===== config.mk =====
export PLATFORM = sky130hd
export DESIGN_NAME = shift_add_multiplier_8bit
export DESIGN_NICKNAME = d
export VERILOG_FILES = /design/src/rtl/shift_add_multiplier_8bit.sv
export SDC_FILE = /design/constraint.sdc
export NUM_CORES = 1
export LEC_CHECK = 0
export ABC_CLOCK_PERIOD_IN_PS = 2400
export BUFFER_PORTS_ARGS = -buffer_cell sky130_fd_sc_hd__buf_2
export CAP_MARGIN = 20
export CELL_PAD_IN_SITES_DETAIL_PLACEMENT = 0
export CELL_PAD_IN_SITES_GLOBAL_PLACEMENT = 1
export CORE_UTILIZATION = 30
export CTS_CLUSTER_DIAMETER = 200
export DETAILED_ROUTE_END_ITERATION = 6
export PLACE_DENSITY = 0.55
export REMOVE_ABC_BUFFERS = 1
export SYNTH_ARGS = -nofsm -noshare
export SYNTH_HDL_FRONTEND = slang
export SYNTH_SLANG_ARGS = --single-unit

===== constraint.sdc =====
create_clock -name clk -period 2.4 [get_ports clk]
set_input_delay 0.72 -clock clk [delete_from_list [all_inputs] [get_ports clk]]
set_output_delay 0.72 -clock clk [all_outputs]
set_load 0.05 [all_outputs]

===== src/rtl/shift_add_multiplier_8bit.sv =====
// Sequential 8x8 unsigned shift-and-add multiplier: IDLE -> RUN (one partial product per cycle) -> DONE.
// Optional early termination when the remaining multiplier bits are zero: define SHIFT_ADD_MUL_EARLY_TERM_EN.
module shift_add_multiplier_8bit (
  input  logic        clk,
  input  logic        rst,
  input  logic        start,
  input  logic [7:0]  a,
  input  logic [7:0]  b,
  output logic        busy,
  output logic        done,
  output logic [15:0] p
);

  typedef enum logic [1:0] {
    IDLE = 2'b00,
    RUN  = 2'b01,
    DONE = 2'b10
  } state_e;

  state_e      state_q, state_d;
  logic [15:0] mcand_q, mcand_d;
  logic [7:0]  mplr_q, mplr_d;
  logic [15:0] acc_q, acc_d;
  logic [2:0]  cnt_q, cnt_d;
  logic [15:0] p_q, p_d;
  logic        busy_q, busy_d;
  logic        done_q, done_d;

  logic [15:0] step_sum_s;
  logic        last_step_s;

  // Partial-product sum for the current step; the product never exceeds 16 bits.
  assign step_sum_s = acc_q + (mplr_q[0] ? mcand_q : 16'h0000);

`ifdef SHIFT_ADD_MUL_EARLY_TERM_EN
  // Stop as soon as no set multiplier bits remain after this step's shift.
  assign last_step_s = (mplr_q[7:1] == 7'd0) || (cnt_q == 3'd7);
`else
  assign last_step_s = (cnt_q == 3'd7);
`endif

  // Next-state, datapath and output decode.
  always_comb begin
    state_d = state_q;
    mcand_d = mcand_q;
    mplr_d  = mplr_q;
    acc_d   = acc_q;
    cnt_d   = cnt_q;
    p_d     = p_q;
    case (state_q)
      IDLE: begin
        if (start) begin
          mcand_d = {8'h00, a};
          mplr_d  = b;
          acc_d   = 16'h0000;
          cnt_d   = 3'd0;
          state_d = RUN;
        end else begin
          state_d = IDLE;
        end
      end
      RUN: begin
        acc_d   = step_sum_s;
        mcand_d = {mcand_q[14:0], 1'b0};
        mplr_d  = {1'b0, mplr_q[7:1]};
        cnt_d   = cnt_q + 3'd1;
        if (last_step_s) begin
          p_d     = step_sum_s;
          state_d = DONE;
        end else begin
          state_d = RUN;
        end
      end
      DONE: begin
        state_d = IDLE;
      end
      default: begin
        state_d = IDLE;
      end
    endcase
    busy_d = (state_d == RUN);
    done_d = (state_d == DONE);
  end

  // State and datapath registers with asynchronous reset.
  always_ff @(posedge clk or posedge rst) begin
    if (rst) begin
      state_q <= IDLE;
      mcand_q <= 16'h0000;
      mplr_q  <= 8'h00;
      acc_q   <= 16'h0000;
      cnt_q   <= 3'd0;
      p_q     <= 16'h0000;
      busy_q  <= 1'b0;
      done_q  <= 1'b0;
    end else begin
      state_q <= state_d;
      mcand_q <= mcand_d;
      mplr_q  <= mplr_d;
      acc_q   <= acc_d;
      cnt_q   <= cnt_d;
      p_q     <= p_d;
      busy_q  <= busy_d;
      done_q  <= done_d;
    end
  end

  assign busy = busy_q;
  assign done = done_q;
  assign p    = p_q;

endmodule


Word-level counts from Yosys, hierarchy flattened

Cells that the tools add are included.

Bits in registers: 63
Output and inout bits: 18
Logic and storage cells: 31

Add/subtract/negate cells: 2
Eq/ne operators: 5
Mux-type cells: 12
Reductions and logical operators: 4

Operators with widths:

| cell                                                                  | count |
|---|---|
| 16-bit case mux with 2 select lines                                   | 2 |
| 16-bit 2-to-1 mux                                                     | 3 |
| 16-bit adder                                                          | 1 |
| 8-bit case mux with 2 select lines                                    | 1 |
| 8-bit 2-to-1 mux                                                      | 1 |
| 3-bit case mux with 2 select lines                                    | 1 |
| 2-bit by 1-bit equality test with 1-bit output, second input constant | 2 |
| 2-bit case mux with 2 select lines                                    | 1 |
| 2-bit AND reduction                                                   | 2 |
| 3-bit by 1-bit adder with 3-bit output, second input constant         | 1 |
| 3-bit equality test, second input constant                            | 1 |
| 3-bit 2-to-1 mux                                                      | 1 |
| 2-bit equality test, second input constant                            | 1 |
| 2-bit logical NOT                                                     | 1 |
| 2-bit 2-to-1 mux                                                      | 1 |
| 2-bit != test, second input constant                                  | 1 |
| 2-bit nonzero test                                                    | 1 |
| 1-bit 2-to-1 mux                                                      | 1 |

Longest topological paths before layout

Gate-level depths: netlist (run 1).

Word-level depth: 4
Mapped depth: 10
Depth with buffers taken out: 9

Worst setup path after synthesis (run 1)

OpenSTA, ideal clock, no wires.

Kind: reg-to-reg
From: register mplr_q[0]
To: register acc_q[14]
Library setup time: 0.077 ns
Data arrival time: 2.576 ns
Path slack: -0.253 ns
Cell stages (with the launch flop): 11
Buffers on the path: 1
Path through: dfrtp_1 -> clkbuf_1 -> and2_1 -> ha_1 -> fa_1 -> a21o_1 -> a221oi_2 -> nor2_1 -> a211oi_1 -> mux2_2 -> o21ai_1

Cells in the longest elaborated chain, start to end: 3

Ends and longest elaborated chain:

| element                             | RTL line | text |
|---|---|---|
| from (decl)                         | 22       | `logic [7:0] mplr_q, mplr_d;` |
| from (signal assigned)              | 99       | `mplr_q <= mplr_d;` |
| 16-bit 2-to-1 mux                   | 33       | `assign step_sum_s = acc_q + (mplr_q[0] ? mcand_q : 16'h0000);` |
| 16-bit adder                        | 33       |  |
| 16-bit case mux with 2 select lines | 50       | `case (state_q)` |
| to (signal assigned)                | 91       | `acc_q <= 16'h0000;` |
| to (signal assigned)                | 100      | `acc_q <= acc_d;` |
| to (decl)                           | 23       | `logic [15:0] acc_q, acc_d;` |

No other way between the ends.
A chain may end at the register's enable or synchronous reset.

Final worst setup path (run 1)

From: register mplr_q[0]
To: register p_q[14] (netlist: p[14])

Cells in the longest elaborated chain, start to end: 2

Ends and longest elaborated chain:

| element              | RTL line | text |
|---|---|---|
| 16-bit 2-to-1 mux    | 33       |  |
| 16-bit adder         | 33       |  |
| to (signal assigned) | 102      | `p_q <= p_d;` |
| to (decl)            | 25       | `logic [15:0] p_q, p_d;` |

No other way between the ends.

==> results.json, run 1 <==
{
  "status": "complete, but fails checks",
  "violations": "negative setup slack",
  "wl_mm": 8.505,
  "final_hold_viol_count": 0,
  "finalCritPeriodShare_pct": 101.0,
  "switching_share_pct": 41.91,
  "grt_pass1_vias": 2800,
  "fillers": 1091,
  "rows": 38,
  "drive_above_1_share_pct": 29.18,
  "initialDrtViolationCount": 80,
  "postCtsHoldBufs": 0,
  "grt_pass1_wl_mm": 14.25,
  "drt_first_pass_iters": 4,
  "via_count": 2761,
  "hp-class": "in2async",
  "slew_violations": 0,
  "ir_drop_mv": 0.4167,
  "cts_tree": "done",
  "setup_violations": 2,
  "io_pins": 37,
  "final_nets": 457,
  "worstSetupStartpointType": "flop",
  "antenna_violating_nets_post_route": 0,
  "setup_slack_ps": -24.03,
  "combinationalPowerShare_pct": 46.6,
  "dieWidth_um": 108.1,
  "pwr-share-seq_pct": 33.6,
  "avgRoutedWirePerCell_um": 15.05,
  "overflow": 0,
  "yosys.area.top_type": "dfrtp_1",
  "p_leak_nw": 1.994,
  "antenna_found_initial": 0,
  "cts_num_sinks": 63,
  "synth_cell_type_count": 40,
  "max_slew.worst_pin.slew_ps": 414.3,
  "postSynthAreaPerCell_um2": 9.649,
  "syn2layout_area_growth_pct": 28.83,
  "multi_input_area_um2": 1842,
  "grt_max_degree": 64,
  "ys_warn_count": 0,
  "cts.path.max_buffers": 2,
  "dpl_cell_area_um2": 3974,
  "drcViolationCount": 0,
  "power_density_nw_per_um2": 1221,
  "synth-seq-cells": 63,
  "relSlewSlack_pct": 71.99,
  "cp.required_ps": 2670,
  "synth.most_common_cell": "dfrtp_1",
  "vias_per_cell": 4.887,
  "hpwl_mm": 6.007,
  "async_flop_share_pct": 100.0,
  "fin_setup_tns_ps": -47.18,
  "switching_power_mw": 2.226,
  "rsz0062_at_grt": "yes",
  "die_y_um": 108.1,
  "htreeDepth": 3,
  "fin_crit_ps": 2424,
  "clock_skew_ps": 10.76,
  "path_clk_slew_ps": 80,
  "crit_arrival_ps": 2700,
  "seq_area_um2": 1577,
  "ys_seq_area_share_pct": 46.68,
  "cts_buffers": 9,
  "synth_top_area_share_pct": 46.68,
  "synth_cells": 350,
  "max_freq_mhz": 412.5,
  "end_kind": "flop",
  "place_congestion": 0.8172,
  "coreArea_um2": 10890,
  "synth_edf_count": 0,
  "hold_slack_ps": 435.8,
  "cts_root_buf": "clkbuf_8",
  "finalInstanceArea_um2": 4350,
  "grt_usage_pct": 15.89,
  "portBuffers": 36,
  "insertion_delay_ps": 340,
  "dieArea_um2": 11680,
  "critPathKind": "reg2reg",
  "ys_top_cells_by_count": "63 x dfrtp_1, 42 x nand2_1, 33 x o21ai_0",
  "p_int_mw": 3.085,
  "yosys_most_used_dff": "dfrtp_1",
  "synth_area_um2": 3377,
  "numPlacedInstances": 547,
  "antennaDiodeCount": 0,
  "synth_area_leaders": "dfrtp_1 47%, ha_1 6.3%, o21ai_0 4.9%",
  "pwr-share-clk_pct": 19.8,
  "drv_cap": 0,
  "fin_cells": 565,
  "worstPathMaxFanout": 4,
  "initial_utilization_pct": 31.02
}
placed cells by master (no fill, tap or decap), types with 2 or more instances in the layout:
cell	count
a21o_1	2
a21oi_1	23
a21oi_2	3
a22o_1	13
a22oi_1	16
a311oi_2	2
and2_1	15
and3_1	3
buf_2	36
buf_4	40
bufinv_16	2
clkbuf_8	10
dfrtp_1	63
ha_1	14
ha_4	3
inv_1	4
inv_2	2
mux2_2	2
mux2i_1	3
nand2_1	41
nand2b_1	4
nand3_1	5
nor2_1	6
nor2b_1	17
nor3_1	2
o21ai_0	33
o21ai_1	14
o21ai_2	4
o41ai_1	2
xnor2_1	7
xor2_1	6
critical path, stage by stage, from the launching register on:
cell	delay [ps]
dfrtp_1	400
and2_4	150
ha_4	150
fa_2	340
a21o_1	200
a221oi_4	340
nor2_2	100
a211oi_2	220
mux2_4	340
o21ai_2	110
routing by layer:
metal	vias up	GRT usage (%)	routed length (µm)
met1	1320	21.53	4015
met3	9	3.376	240
met4	0	4.110	95
met2	43	25.61	4154
met5	-	0	0
li1	1389	-	-
cell families (layout without fill, tap and decap cells):
kind of cell	count (synthesis)	in the layout	synth area share (%)
compound gates	123	123	23.08
simple gates	102	102	15.12
fa+ha+maj	18	18	6.891
buf+inv	25	100	2.964
flops	63	63	46.68
mux	6	6	1.890
xor+xnor	13	13	3.372
power by group through the flow:
stage | clock network, mW | logic, mW | registers, mW
2_1_floorplan | 0 | 1.17 | 2.16
3_3_place_gp | 0 | 2.37 | 1.80
3_5_place_dp | 0 | 2.40 | 1.80
4_1_cts | 1.09 | 2.45 | 1.79
5_1_grt | 1.13 | 2.75 | 1.85
6_report | 1.05 | 2.47 | 1.78
sequential cells by signal (all words and copies together) (netlist names):
register,flops
state_q,2
p,16
done,1
acc_q,16
mcand_q,16
busy,1
mplr_q,8
cnt_q,3
worst paths after layout:
kind                                                to             startpoint  slack (ps)  depth (start not counted)
worst min register to register        p[6]$_DFFE_PP0P_       p[6]$_DFFE_PP0P_         480                          2
worst max register to register       p[14]$_DFFE_PP0P_  mplr_q[0]$_DFFE_PP0P_         -20                          9
min in group clk                      p[6]$_DFFE_PP0P_       p[6]$_DFFE_PP0P_         480                          2
max in group asynchronous       mcand_q[9]$_DFFE_PP0P_                    rst        1670                          3
worst min-delay path              acc_q[6]$_DFFE_PP0P_                    rst         440                          3
worst max-delay path                 p[14]$_DFFE_PP0P_  mplr_q[0]$_DFFE_PP0P_         -20                          9
timing repair:
item / 4_1_cts / 5_1_grt
gates cloned: 0 / 0
setup endpoints to repair: 9 / 12
pin swaps: 10 / 9
resized for setup: 13 / 13
buffers inserted: 1 / 1
through the flow:
stage	total power, mW	setup WS [ps]	utilization, %
2_1_floorplan	3.334	-734.0	-
3_3_place_gp	4.164	-193.3	36.50
3_5_place_dp	4.196	-241.0	36.50
4_1_cts	5.323	-93.29	39.22
5_1_grt	5.726	-143.8	39.96
6_report	5.310	-24.03	39.96
area by class of cell:
class                           instances  share of cell area [%]
Clock inverter                          5                   1.869
Clock buffer                           11                   3.250
Inverter                                6                  0.5177
Multi-Input combinational cell        262                   42.34
Timing Repair Buffer                   78                   11.76
Tap cell                              140                   4.026
Sequential cell                        63                   36.24
(Power assumes the default switching activity.)
==> run 2: changes to the inputs <==
SKIP_LAST_GASP = 1   (was unset)
==> run 2 against run 1 <==
Against the previous run: the run still ends with negative setup slack left; register-to-register slack is essentially flat; sequential cell count unchanged; clock-buffer cell count is the same.
==> results.json, run 2 (synthesis results as in run 1) <==
{
  "status": "complete, but fails checks",
  "violations": "negative setup slack",
  "cp.required_ps": 2670,
  "hold_slack_ps": 443.0,
  "wl_mm": 8.518,
  "htreeDepth": 3,
  "critPathKind": "reg2reg",
  "io_pins": 37,
  "drive_above_1_share_pct": 29.18,
  "drcViolationCount": 0,
  "end_kind": "flop",
  "initialDrtViolationCount": 79,
  "antennaDiodeCount": 0,
  "dieArea_um2": 11680,
  "antenna_violating_nets_post_route": 0,
  "cts.path.max_buffers": 2,
  "layout_commonest_cell": "dfrtp_1",
  "portBuffers": 36,
  "grt_pass1_wl_mm": 14.26,
  "power_density_nw_per_um2": 1221,
  "relSlewSlack_pct": 72.08,
  "cts_num_sinks": 63,
  "overflow": 0,
  "drt_first_pass_iters": 4,
  "die_y_um": 108.1,
  "finalCritPeriodShare_pct": 101.0,
  "cp_top_family": "compound AO/OA/AOI/OAI gates",
  "rows": 38,
  "syn2layout_area_growth_pct": 28.83,
  "fin_cells": 565,
  "crit_buf_inv": 0,
  "numPlacedInstances": 547,
  "critPathMaxStageDelay_ps": 400,
  "grt_max_degree": 64,
  "vias_per_cell": 4.908,
  "finalInstanceArea_um2": 4350,
  "avgRoutedWirePerCell_um": 15.08,
  "clock_skew_ps": 10.21,
  "critical-path-slowest-cell": "dfrtp_1",
  "dpl_cell_area_um2": 3974,
  "grt_pass1_vias": 2801,
  "worstPathCellList": "and2_4 > ha_4 > fa_2 > a21o_1 > a221oi_4 > nor2_2 > a211oi_2 > mux2_4 > o21ai_2",
  "dieWidth_um": 108.1,
  "via_count": 2773,
  "insertion_delay_ps": 340,
  "ir_drop_mv": 0.4167,
  "setup_violations": 2,
  "final_cell_mix": "63 x dfrtp_1, 41 x nand2_1, 40 x buf_4, 36 x buf_2, 33 x o21ai_0",
  "fin_crit_ps": 2424,
  "hp-class": "in2async",
  "antenna_found_initial": 0,
  "worstSetupStartpointType": "flop",
  "cts_buffers": 9,
  "path_clk_slew_ps": 80,
  "rsz0062_at_grt": "yes",
  "slew_violations": 0,
  "p_leak_nw": 1.994,
  "place_congestion": 0.8172,
  "final_nets": 457,
  "cts_root_buf": "clkbuf_8",
  "max_slew.worst_pin.slew_ps": 413.0,
  "worstPathMaxFanout": 4,
  "crit_arrival_ps": 2690,
  "initial_utilization_pct": 31.02,
  "hpwl_mm": 6.007,
  "cts_tree": "done",
  "grt_usage_pct": 15.90,
  "final_hold_viol_count": 0,
  "setup_slack_ps": -24.25,
  "coreArea_um2": 10890,
  "max_freq_mhz": 412.5,
  "drv_cap": 0,
  "fillers": 1087
}
run 2: cell counts in the layout (fill, tap and decap cells not counted):
Identical to the previous run, type by type.
run 2: what timing repair did:
item,in CTS,in global routing
pin swaps,10,9
hold buffers,0,0
setup endpoints to repair,9,17
gates cloned,0,0
resized for setup,12,14
setup buffers,1,1
run 2: final timing paths:
| check | depth (start not counted) | slack [ps] | endpoint | startpoint |
|---|---|---|---|---|
| hold reg to reg | 2 | 480 | p[6]$_DFFE_PP0P_ | p[6]$_DFFE_PP0P_ |
| hold / removal | 3 | 440 | p[3]$_DFFE_PP0P_ | rst |
| min in group clk | 2 | 480 | p[6]$_DFFE_PP0P_ | p[6]$_DFFE_PP0P_ |
| max in group asynchronous | 3 | 1670 | cnt_q[2]$_DFFE_PP0P_ | rst |
| setup reg to reg | 9 | -20 | acc_q[14]$_DFFE_PP0P_ | mplr_q[0]$_DFFE_PP0P_ |
| setup / recovery | 9 | -20 | acc_q[14]$_DFFE_PP0P_ | mplr_q[0]$_DFFE_PP0P_ |
run 2: tightest hold or removal path, stage by stage:
cell and delay (ps):
buf_2 100, inv_2 60, buf_12 310
run 2: where the power goes:
part	switching, mW	total (mW)	leakage [nW]	internal [mW]
clock network	0.432	1.05	0.110	0.614
registers	0.304	1.79	0.815	1.48
logic	1.49	2.48	1.07	0.989
run 2: area by class of cell:
class                      count  area [µm²]  share of cell area, %
multi-input combinational    262        1842                  42.34
sequential                    63        1577                  36.24
timing repair buffer          78       511.7                  11.76
tap                          140       175.2                  4.026
clock buffer                  11       141.4                  3.250
clock inverter                 5       81.33                  1.869
inverter                       6       22.52                 0.5177
run 2: through the flow:
step / TNS (ps) / setup WS [ps] / utilization [%] / power, mW
after floorplan: -7692 / -734.0 / - / 3.334
after global placement: -781.3 / -193.3 / 36.50 / 4.164
after detailed placement: -1078 / -241.0 / 36.50 / 4.196
after CTS: -252.3 / -93.29 / 39.19 / 5.321
after global routing: -672.8 / -143.8 / 39.96 / 5.725
final: -47.44 / -24.25 / 39.96 / 5.310
run 2: metal layers:
| layer | vias up | track usage [%] | routed length (µm) |
|---|---|---|---|
| met5 | - | 0 | 0 |
| met4 | 0 | 4.110 | 89 |
| met3 | 8 | 3.376 | 218 |
| met2 | 40 | 25.61 | 4109 |
| met1 | 1339 | 21.57 | 4099 |
| li1 | 1386 | - | - |
==> run 3: changes to the inputs <==
CORE_UTILIZATION = 41   (was 30)
MAX_ROUTING_LAYER = met4   (was unset)
PLACE_DENSITY = 0.72   (was 0.55)
==> run 3 against run 2 <==
Against the previous run: the flow still finishes with violations (negative setup slack); largest cell class unchanged; clock-buffer cell count is 2 higher; power is 1.5% lower; combinational power is 2% lower; highest routed layer unchanged; clock power hardly changed.
==> results.json, run 3 (synthesis results as in run 1) <==
{
  "status": "complete, but fails checks",
  "violations": "negative setup slack",
  "cts.path.max_buffers": 2,
  "final_util_pct": 54.32,
  "p_leak_nw": 1.987,
  "insertion_delay_ps": 340,
  "worstPathMaxFanout": 3,
  "place_congestion": 0.8086,
  "final_hold_viol_count": 0,
  "portBuffers": 36,
  "combinationalPowerShare_pct": 46.2,
  "worstSetupStartpointType": "flop",
  "cts_num_sinks": 63,
  "final_cell_mix": "63 x dfrtp_1, 41 x nand2_1, 39 x buf_4, 36 x buf_2, 31 x o21ai_0",
  "wl_mm": 7.856,
  "crit_arrival_ps": 2750,
  "grt_max_degree": 64,
  "fin_cells": 525,
  "overflow": 0,
  "io_pins": 37,
  "path_clk_slew_ps": 70,
  "die_y_um": 92.76,
  "drcViolationCount": 0,
  "hpwl_mm": 5.301,
  "via_count": 2781,
  "coreArea_um2": 7848,
  "syn2layout_area_growth_pct": 26.23,
  "slew_violations": 0,
  "rsz0062_at_grt": "yes",
  "cts_buffers": 9,
  "critPathKind": "reg2reg",
  "drv_cap": 0,
  "pwr-share-seq_pct": 33.6,
  "cts_tree": "done",
  "p_int_mw": 3.075,
  "finalCritPeriodShare_pct": 103.1,
  "dieWidth_um": 92.76,
  "vias_per_cell": 5.297,
  "avgRoutedWirePerCell_um": 14.96,
  "postCtsHoldBufs": 0,
  "grt_usage_pct": 20.55,
  "grt_pass1_vias": 2817,
  "initial_utilization_pct": 43.03,
  "switching_share_pct": 41.22,
  "setup_slack_ps": -74.64,
  "htreeDepth": 3,
  "fin_crit_ps": 2475,
  "clock_skew_ps": 9.405,
  "max_slew.worst_pin.slew_ps": 711.5,
  "cp.required_ps": 2670,
  "end_kind": "flop",
  "grt_pass1_wl_mm": 13.26,
  "antenna_violating_nets_post_route": 0,
  "power_density_nw_per_um2": 1227,
  "max_freq_mhz": 404.1,
  "layout_commonest_cell": "dfrtp_1",
  "numPlacedInstances": 503,
  "pre_cts_slack_ps": -248.6,
  "relSlewSlack_pct": 52.57,
  "hp-class": "in2async",
  "drt_first_pass_iters": 4,
  "dieArea_um2": 8603,
  "cts_root_buf": "clkbuf_8",
  "setup_violations": 4,
  "final_nets": 455,
  "antenna_found_initial": 0,
  "hold_slack_ps": 426.6,
  "initialDrtViolationCount": 154,
  "antennaDiodeCount": 0,
  "pwr-share-clk_pct": 20.1,
  "rows": 32,
  "ir_drop_mv": 0.4728,
  "switching_power_mw": 2.156,
  "drive_above_1_share_pct": 28.37
}
-- run 3: stage by stage --
step           TNS [ps]  total power, mW  area [µm²]
2_1_floorplan     -7692            3.334        3299
3_3_place_gp     -662.5            4.071        3881
3_5_place_dp      -1037            4.117        3881
4_1_cts          -240.0            5.230        4179
5_1_grt          -999.2            5.619        4263
6_report         -211.0            5.231        4263
-- run 3: power groups by stage --
stage / registers [mW] / clock network (mW) / logic [mW]
6_report: 1.76 / 1.05 / 2.42
5_1_grt: 1.81 / 1.13 / 2.68
4_1_cts: 1.76 / 1.09 / 2.39
3_5_place_dp: 1.76 / 0 / 2.35
3_3_place_gp: 1.76 / 0 / 2.31
2_1_floorplan: 2.16 / 0 / 1.17
-- run 3: metal layers --
| metal | part of all wire (%) | GRT usage [%] | vias to the layer above |
|---|---|---|---|
| li1 | - | - | 1390 |
| met1 | 47 | 24.97 | 1327 |
| met2 | 48 | 34.20 | 51 |
| met3 | 3.4 | 4.762 | 13 |
| met4 | 1.3 | 6.026 | 0 |
| met5 | 0 | - | - |
-- run 3: layout make-up --
cell class                      instances  area, µm²
Fill cell                             753       3585
Inverter                                6      22.52
Timing Repair Buffer                   76      493.0
Clock inverter                          3      65.06
Sequential cell                        63       1577
Tap cell                              102      127.6
Multi-Input combinational cell        262       1819
Clock buffer                           13      158.9
-- run 3: final timing paths --
kind	cells after the start	slack, ps	start	to
max in group asynchronous	3	1670	rst	mcand_q[8]$_DFFE_PP0P_
worst min register to register	2	470	p[5]$_DFFE_PP0P_	p[5]$_DFFE_PP0P_
min in group clk	2	470	p[5]$_DFFE_PP0P_	p[5]$_DFFE_PP0P_
worst min-delay path	3	430	rst	done$_DFF_PP0_
worst max-delay path	9	-70	mcand_q[0]$_DFFE_PP0P_	p[14]$_DFFE_PP0P_
worst max register to register	9	-70	mcand_q[0]$_DFFE_PP0P_	p[14]$_DFFE_PP0P_
-- run 3: worst max-delay path, stage by stage, from the launching register on --
cell and delay [ps]:
dfrtp_1 380, and2_4 170, ha_4 160, fa_2 350
a21o_1 210, a221oi_4 350, nor2_2 90, a211oi_2 230
mux2_4 340, o21ai_2 130
-- run 3: timing repair --
item	in CTS	in global routing
pin swaps	10	12
buffers inserted	3	4
endpoints found under the setup margin	9	14
resized for setup	11	13
